## src/rtl/serial_adder_ctrl_pkg.sv

```systemverilog
// Shared constants for the bit-serial adder controller: FSM encodings
// and a ceiling-log2 helper used to size the bit counter.
package serial_adder_ctrl_pkg;

  localparam logic [1:0] ST_IDLE  = 2'd0;
  localparam logic [1:0] ST_SHIFT = 2'd1;
  localparam logic [1:0] ST_DONE  = 2'd2;

  // Smallest r such that 2**r >= value; returns 1 for value <= 2 so the
  // counter always has at least one bit.
  function automatic int clog2(input int value);
    int r;
    r = 0;
    while ((1 << r) < value) begin
      r = r + 1;
    end
    if (r < 1) begin
      r = 1;
    end
    return r;
  endfunction

endpackage

```

## src/rtl/fullAdder.sv

```systemverilog
// Single-bit full-adder cell, the only arithmetic element of the serial adder.
module fullAdder (
  output logic sum,
  output logic carry,
  input  logic op1,
  input  logic op2,
  input  logic op3
);

  // Sum is the three-way parity; carry is the majority of the inputs.
  always_comb begin
    sum   = op1 ^ op2 ^ op3;
    carry = (op1 & op2) | (op1 & op3) | (op2 & op3);
  end

endmodule

```

## src/rtl/serial_adder_ctrl.sv

```systemverilog
// Bit-serial adder controller: walks one full-adder cell across two WIDTH-bit
// operands LSB first, keeping the carry in a register between steps.
module serial_adder_ctrl
  import serial_adder_ctrl_pkg::*;
#(
  parameter int WIDTH = 8
) (
  input  logic             clk,
  input  logic             rst,
  input  logic             start,
  input  logic [WIDTH-1:0] op_a,
  input  logic [WIDTH-1:0] op_b,
  input  logic             cin,
  output logic             ready,
  output logic             done,
  output logic [WIDTH-1:0] sum,
  output logic             cout,
  output logic             overflow
);

  localparam int CNT_W = clog2(WIDTH + 1);
  localparam logic [CNT_W-1:0] LAST_BIT = CNT_W'(WIDTH - 1);

  logic [1:0]       state_q, state_d;
  logic [CNT_W-1:0] cnt_q, cnt_d;
  logic [WIDTH-1:0] a_sr_q, a_sr_d;
  logic [WIDTH-1:0] b_sr_q, b_sr_d;
  logic [WIDTH-1:0] sum_sr_q, sum_sr_d;
  logic             carry_q, carry_d;
  logic             msb_cin_q, msb_cin_d;

  logic             fa_sum;
  logic             fa_carry;

  fullAdder u_full_adder (
    .sum   (fa_sum),
    .carry (fa_carry),
    .op1   (a_sr_q[0]),
    .op2   (b_sr_q[0]),
    .op3   (carry_q)
  );

  // Next-state logic: load operands on accept, step one bit per SHIFT cycle.
  always_comb begin
    state_d   = state_q;
    cnt_d     = cnt_q;
    a_sr_d    = a_sr_q;
    b_sr_d    = b_sr_q;
    sum_sr_d  = sum_sr_q;
    carry_d   = carry_q;
    msb_cin_d = msb_cin_q;

    case (state_q)
      ST_IDLE: begin
        if (start) begin
          a_sr_d  = op_a;
          b_sr_d  = op_b;
          carry_d = cin;
          cnt_d   = '0;
          state_d = ST_SHIFT;
        end
      end
      ST_SHIFT: begin
        sum_sr_d = WIDTH'({fa_sum, sum_sr_q} >> 1);
        carry_d  = fa_carry;
        a_sr_d   = a_sr_q >> 1;
        b_sr_d   = b_sr_q >> 1;
        cnt_d    = cnt_q + 1'b1;
        if (cnt_q == LAST_BIT) begin
          msb_cin_d = carry_q;
          state_d   = ST_DONE;
        end
      end
      ST_DONE: begin
        state_d = ST_IDLE;
      end
      default: begin
        state_d = ST_IDLE;
      end
    endcase
  end

  // State registers; reset discards any in-flight addition.
  always_ff @(posedge clk or posedge rst) begin
    if (rst) begin
      state_q   <= ST_IDLE;
      cnt_q     <= '0;
      a_sr_q    <= '0;
      b_sr_q    <= '0;
      sum_sr_q  <= '0;
      carry_q   <= 1'b0;
      msb_cin_q <= 1'b0;
    end else begin
      state_q   <= state_d;
      cnt_q     <= cnt_d;
      a_sr_q    <= a_sr_d;
      b_sr_q    <= b_sr_d;
      sum_sr_q  <= sum_sr_d;
      carry_q   <= carry_d;
      msb_cin_q <= msb_cin_d;
    end
  end

  // Handshake decodes straight from the state register; results come from
  // the shift and carry registers, which hold until the next accept.
  always_comb begin
    ready    = (state_q == ST_IDLE);
    done     = (state_q == ST_DONE);
    sum      = sum_sr_q;
    cout     = carry_q;
    overflow = msb_cin_q ^ carry_q;
  end

endmodule

```

## config.mk

```make
export PLATFORM = sky130hd
export DESIGN_NAME = serial_adder_ctrl
export DESIGN_NICKNAME = d
export VERILOG_FILES = /design/src/rtl/serial_adder_ctrl_pkg.sv /design/src/rtl/fullAdder.sv /design/src/rtl/serial_adder_ctrl.sv
export SDC_FILE = /design/constraint.sdc
export NUM_CORES = 1
export LEC_CHECK = 0
export ABC_AREA = 1
export CORE_MARGIN = 2
export CORE_UTILIZATION = 53
export DETAILED_ROUTE_END_ITERATION = 6
export GPL_TIMING_DRIVEN = 0
export PLACE_DENSITY_LB_ADDON = 0.1
export SLEW_MARGIN = 20
export SYNTH_ARGS = -nofsm -noshare
export SYNTH_HDL_FRONTEND = slang
export SYNTH_SLANG_ARGS = --single-unit
```

## constraint.sdc

```tcl
create_clock -name clk -period 2.5 [get_ports clk]
set_input_delay 0.25 -clock clk [delete_from_list [all_inputs] [get_ports clk]]
set_output_delay 0.25 -clock clk [all_outputs]
set_load 0.01 [all_outputs]
```

# After elaboration in Yosys (flattened, before gate mapping)

Index checks and enable logic that the tools add are counted.

Input bits: 20
Output and inout bits: 12
Flip-flop bits (word level): 32
Word-level logic and storage cells: 37

Add/sub/neg operators: 1
Bitwise logic cells: 8
Mux-type cells: 11
Equality and inequality tests: 5
Reductions and logical operators: 5

Operators with widths:

| operator                                                         | count |
|---|---|
| 8-bit case mux with 2 select lines                               | 2 |
| 8-bit two-way mux                                                | 2 |
| 4-bit case mux with 2 select lines                               | 1 |
| 2-bit AND reduction                                              | 3 |
| 4-bit by 1-bit adder with 4-bit output (second input constant)   | 1 |
| 4-bit by 3-bit == test with 1-bit output (second input constant) | 1 |
| 2-bit two-way mux                                                | 2 |
| 4-bit two-way mux                                                | 1 |
| 2-bit inequality test (second input constant)                    | 2 |
| 2-bit case mux with 2 select lines                               | 1 |
| 1-bit bitwise AND                                                | 3 |
| 1-bit XOR                                                        | 3 |
| 2-bit by 1-bit == test with 1-bit output (second input constant) | 1 |
| 2-bit == test (second input constant)                            | 1 |
| 2-bit logical NOT                                                | 1 |
| 1-bit OR                                                         | 2 |
| 1-bit case mux with 2 select lines                               | 1 |
| 2-bit nonzero test                                               | 1 |
| 1-bit two-way mux                                                | 1 |

# Depth between registers and ports, before layout

Word-level depth: 4
Depth in mapped cells: 5
Gate-level depth less buffers: 5

# By module

Synthesis repeated with hierarchy kept, for this count alone.

Cells, all modules: 169
Area total of the unflattened synthesis: 1448.9 um^2

Modules (own cells, without submodules):

| module            | instances | area each (um^2) | sequential area each (um^2) | cells an instance |
|---|---|---|---|---|
| serial_adder_ctrl | 1         | 1428.9           | 800.8                       | 168 |
| fullAdder         | 1         | 20.0             | 0.0                         | 1 |

# Worst setup path before layout

OpenSTA, ideal clock, no wires.

Path type: reg2reg
Start: reg carry_q, in the netlist cout
End: reg carry_q, in the netlist cout
Setup time: 0.117 ns
Path buffers: 0
Arrival: 1.064 ns
Cell stages (with the launch flop): 6
Period minus slack after synthesis: 1.182 ns
Required time: 2.383 ns
Slack: 1.318 ns
Cell sequence: dfrtp_1 fa_1 inv_1 nand2_1 nand3_1 nand2_1

Longest elaborated chain between the ends: 4
Elaborated cells on any way between the ends: 5
Classes of those cells: mux: 1; bitwise: 4

Ends and longest elaborated chain:

| element                              | line                    | RTL |
|---|---|---|
| from (decl)                          | serial_adder_ctrl.sv:29 | `logic carry_q, carry_d;` |
| from (signal assigned)               | serial_adder_ctrl.sv:99 | `carry_q <= carry_d;` |
| 1-bit bitwise AND                    | fullAdder.sv:13         | `carry = (op1 & op2) \| (op1 & op3) \| (op2 & op3);` |
| 1-bit OR                             | fullAdder.sv:13         |  |
| 1-bit OR *                           | fullAdder.sv:13         |  |
| 1-bit case mux with 2 select lines * | serial_adder_ctrl.sv:53 | `case (state_q)` |

Every way passes the cells marked *; elsewhere a longest branch is shown, timed or not.
A chain may end at the register's enable or synchronous reset.

# Worst setup path in the final report

Start: reg state_q[1]
End: out ready

Longest elaborated chain between the ends: 1

Ends and longest elaborated chain:

| element                | line                     | RTL |
|---|---|---|
| from (decl)            | serial_adder_ctrl.sv:24  | `logic [1:0] state_q, state_d;` |
| from (signal assigned) | serial_adder_ctrl.sv:94  | `state_q <= state_d;` |
| 2-bit logical NOT      | serial_adder_ctrl.sv:107 | `ready = (state_q == ST_IDLE);` |
| to (decl)              | serial_adder_ctrl.sv:14  | `output logic ready,` |

Every way passes these cells.

==> summary.txt <==
Detailed routing
  • DRT Wirelength: 3.42 mm
  • Residual DRC: 0
  • Routed length per placed instance: between 10 and 15 um
  • DR pass1 iterations: 4
  • Post-route ant nets: 0
  • Vias: 1300
  • Via density: 5.53
  • Detailed Route Iter0 Violations: 46

Synthesis
  • Main area contributors after synthesis: dfrtp_1 55%, nand3_1 18%, nand2_1 13%
  • Cell Area, Synth: 1450 um2
  • Count leader, synth: nand3_1
  • Sequential share of the synthesized area: 55.4%
  • FFs w/ async S/R, synth: 100%
  • Cells after Synth: approximately 170
  • Area leader, netlist: dfrtp_1
  • Count of cell types in the netlist: 17
  • Post-Syn Nets: approximately 190
  • Synth Register Bits: 32
  • Share of the synthesized area in the top cell type: approximately 55%
  • Average size of a mapped cell: 8.65 um2
  • Post-synth EDFFs: 0
  • Prevailing post-synth register cell: dfrtp_1
  • Synth cell count leaders: 52 x nand3_1, 50 x nand2_1, 32 x dfrtp_1
  • Yosys warnings: 0

Clock network
  • Hold_buf cts: 0
  • Bufs on Longest Clock Path: 2
  • CTS tree: built
  • Setup Fix Bufs, Post-CTS: 0
  • Worst skew pair latency: around 350 ps
  • Clk root buf: clkbuf_4
  • Inserted Clock Buffers: 5
  • # H-tree levels: 2
  • CTS clock-pin slew for the worst setup and hold paths: 100 ps
  • Post-CTS resize count: 0
  • Clk sink count: 32

Critical path
  • CP Launch Type: register
  • Critical path's slowest cell: clkdlybuf4s50_1
  • CP required: 2250 ps
  • Worst R2R Start: state_q[1]
  • RR Endpoint: b_sr_q[6]
  • R2R cell count: 4
  • CP Data Arrival Time: a little under 2000 ps
  • Flop2flop setup slack: 1180 ps
  • Crit Path Category: reg2out
  • Worst Setup End Kind: primary output
  • Crit-path max FO: 10
  • Slowest stage delay, CP: 550 ps
  • CP cell instances: nor2_1, buf_4, clkdlybuf4s50_1

Place
  • PortBufs: 31
  • Place WS: between 600 and 700 ps
  • Cell Count Post-Placement: between 200 and 250
  • GPL Wtd Cong: 0.769
  • Placed instance area: about 1800 um2
  • DP HPWL: 2.42 mm

Floorplan
  • Die Area: 3160 um2
  • FP Rows: 18
  • Die height: roughly 56 um
  • Core ar.: 2520 um2
  • # IOs: 32
  • Initial core utilization: 57.3%
  • Die X: between 50 and 60 um

Finish
  • Final nets: 227
  • Footprint of the multi-input gates: 567 um2
  • Sequential Area: 801 um2
  • Antenna diode count: 0
  • Final core utilization: 73.7%
  • Layout cell share with drive strength beyond 1: 8.29%
  • Fill cells: about 200
  • Area grow syn2layout: 28.6%
  • Final instance area: between 1500 and 2000 um2
  • Non-filler cells, final: ~240

Timing
  • Final Hold Vio Count: 0
  • Clock Skews: 6.73 ps
  • Fmax: 0.453 GHz
  • Worst slew margin: 56.0%
  • Setup-failing EPs final: 0
  • RSZ-0062 raised after global routing: false
  • Post-layout min period: 2210 ps
  • Final Cycle Share: roughly nine tenths
  • Final setup margin: 293 ps
  • TNS Setup: 0 ps
  • Slew Limit Fails: 0
  • Least-Margin Pin Slew: 660 ps

Power
  • Pwr dens: 1200 nW/um2
  • Maximum vdd ir drop: 0.000787 V
  • Leakage: 0.000918 uW

GRT
  • Pin count of the biggest net entering global routing: 33
  • Total global routing overflow: 0
  • Total GRT Usage: 23.8%
  • Vias in the first global route: 1298
  • Global-route wire length before repair: 5.66 mm
  • Initial antenna violation count: 0

Run status
  • Status: complete, no violations

Worst hold path
  • Hold WC Path Type: in2async

Job
  • MaxCap Viol Count: 0
## logic make-up (layout without fill, tap and decap cells)
kind of cell | count (synthesis) | in the layout | synth area share (%)
compound gates | 6 | 6 | 2.25
buf+inv | 16 | 54 | 5.37
fa+ha+maj | 2 | 2 | 2.25
flops | 32 | 32 | 55.4
simple gates | 109 | 109 | 33.5
xor+xnor | 2 | 2 | 1.21
## sequential cells by signal, summed over array words and instances (netlist names)
| signal | count |
|---|---|
| sum | 8 |
| cnt_q | 4 |
| a_sr_q | 8 |
| b_sr_q | 8 |
| msb_cin_q | 1 |
| cout | 1 |
| state_q | 2 |
## final cells by class
class                   instances  area share [%]
plain buffers                   9            2.76
clock buffers                   7            3.50
inverters                       7            1.41
multi-input cells             119            30.5
flip-flops and latches         32            43.1
well taps                      30            2.02
repair buffers                 31            16.7
## per-stage QoR
step           total power (uW)  hold WS (ps)
3_5_place_dp               1890           472
6_report                   2220           304
5_1_grt                    2370           373
2_1_floorplan              1490           360
3_3_place_gp               1820           461
4_1_cts                    2230           328
## worst max-delay path: cells and delay by family (launching register included)
family	cells	cell delay, ps
buffers and inverters	2	800
flip-flops	1	440
AND/OR/NAND/NOR	1	360
## worst max path at each step
| stage | from | cells past startpoint | end | slack, ps |
|---|---|---|---|---|
| finish | state_q[1] | 3 | ready | 290 |
| CTS | state_q[1] | 3 | ready | 310 |
| global placement | state_q[1] | 3 | ready | 740 |
| floorplan | cout | 5 | cout | 1320 |
| detailed placement | state_q[1] | 3 | ready | 700 |
| global route | state_q[1] | 3 | ready | 220 |
## cells in the final DEF (no fill, tap or decap), types with 2 or more instances in the layout
cell             Yosys  layout
nand3_1             52      52
nand2_1             50      50
dfrtp_1             32      32
clkdlybuf4s50_1      0      31
inv_1                7       6
buf_2                5       5
nor2_1               5       5
clkbuf_4             0       5
o21ai_0              4       4
buf_4                3       3
clkbuf_8             0       2
## report_power, final
part           switching, uW  total (uW)  internal [uW]
combinational            548         980            432
clock                    181         340            159
sequential               167         902            735
total                    896        2220           1330
## metal layers
layer	track usage (%)	share of wire, %
met5	0	0
met4	12.6	2.3
met2	41.0	52
met3	5.12	4.6
met1	27.5	41
No activity file was read; power rests on OpenSTA's default activity.
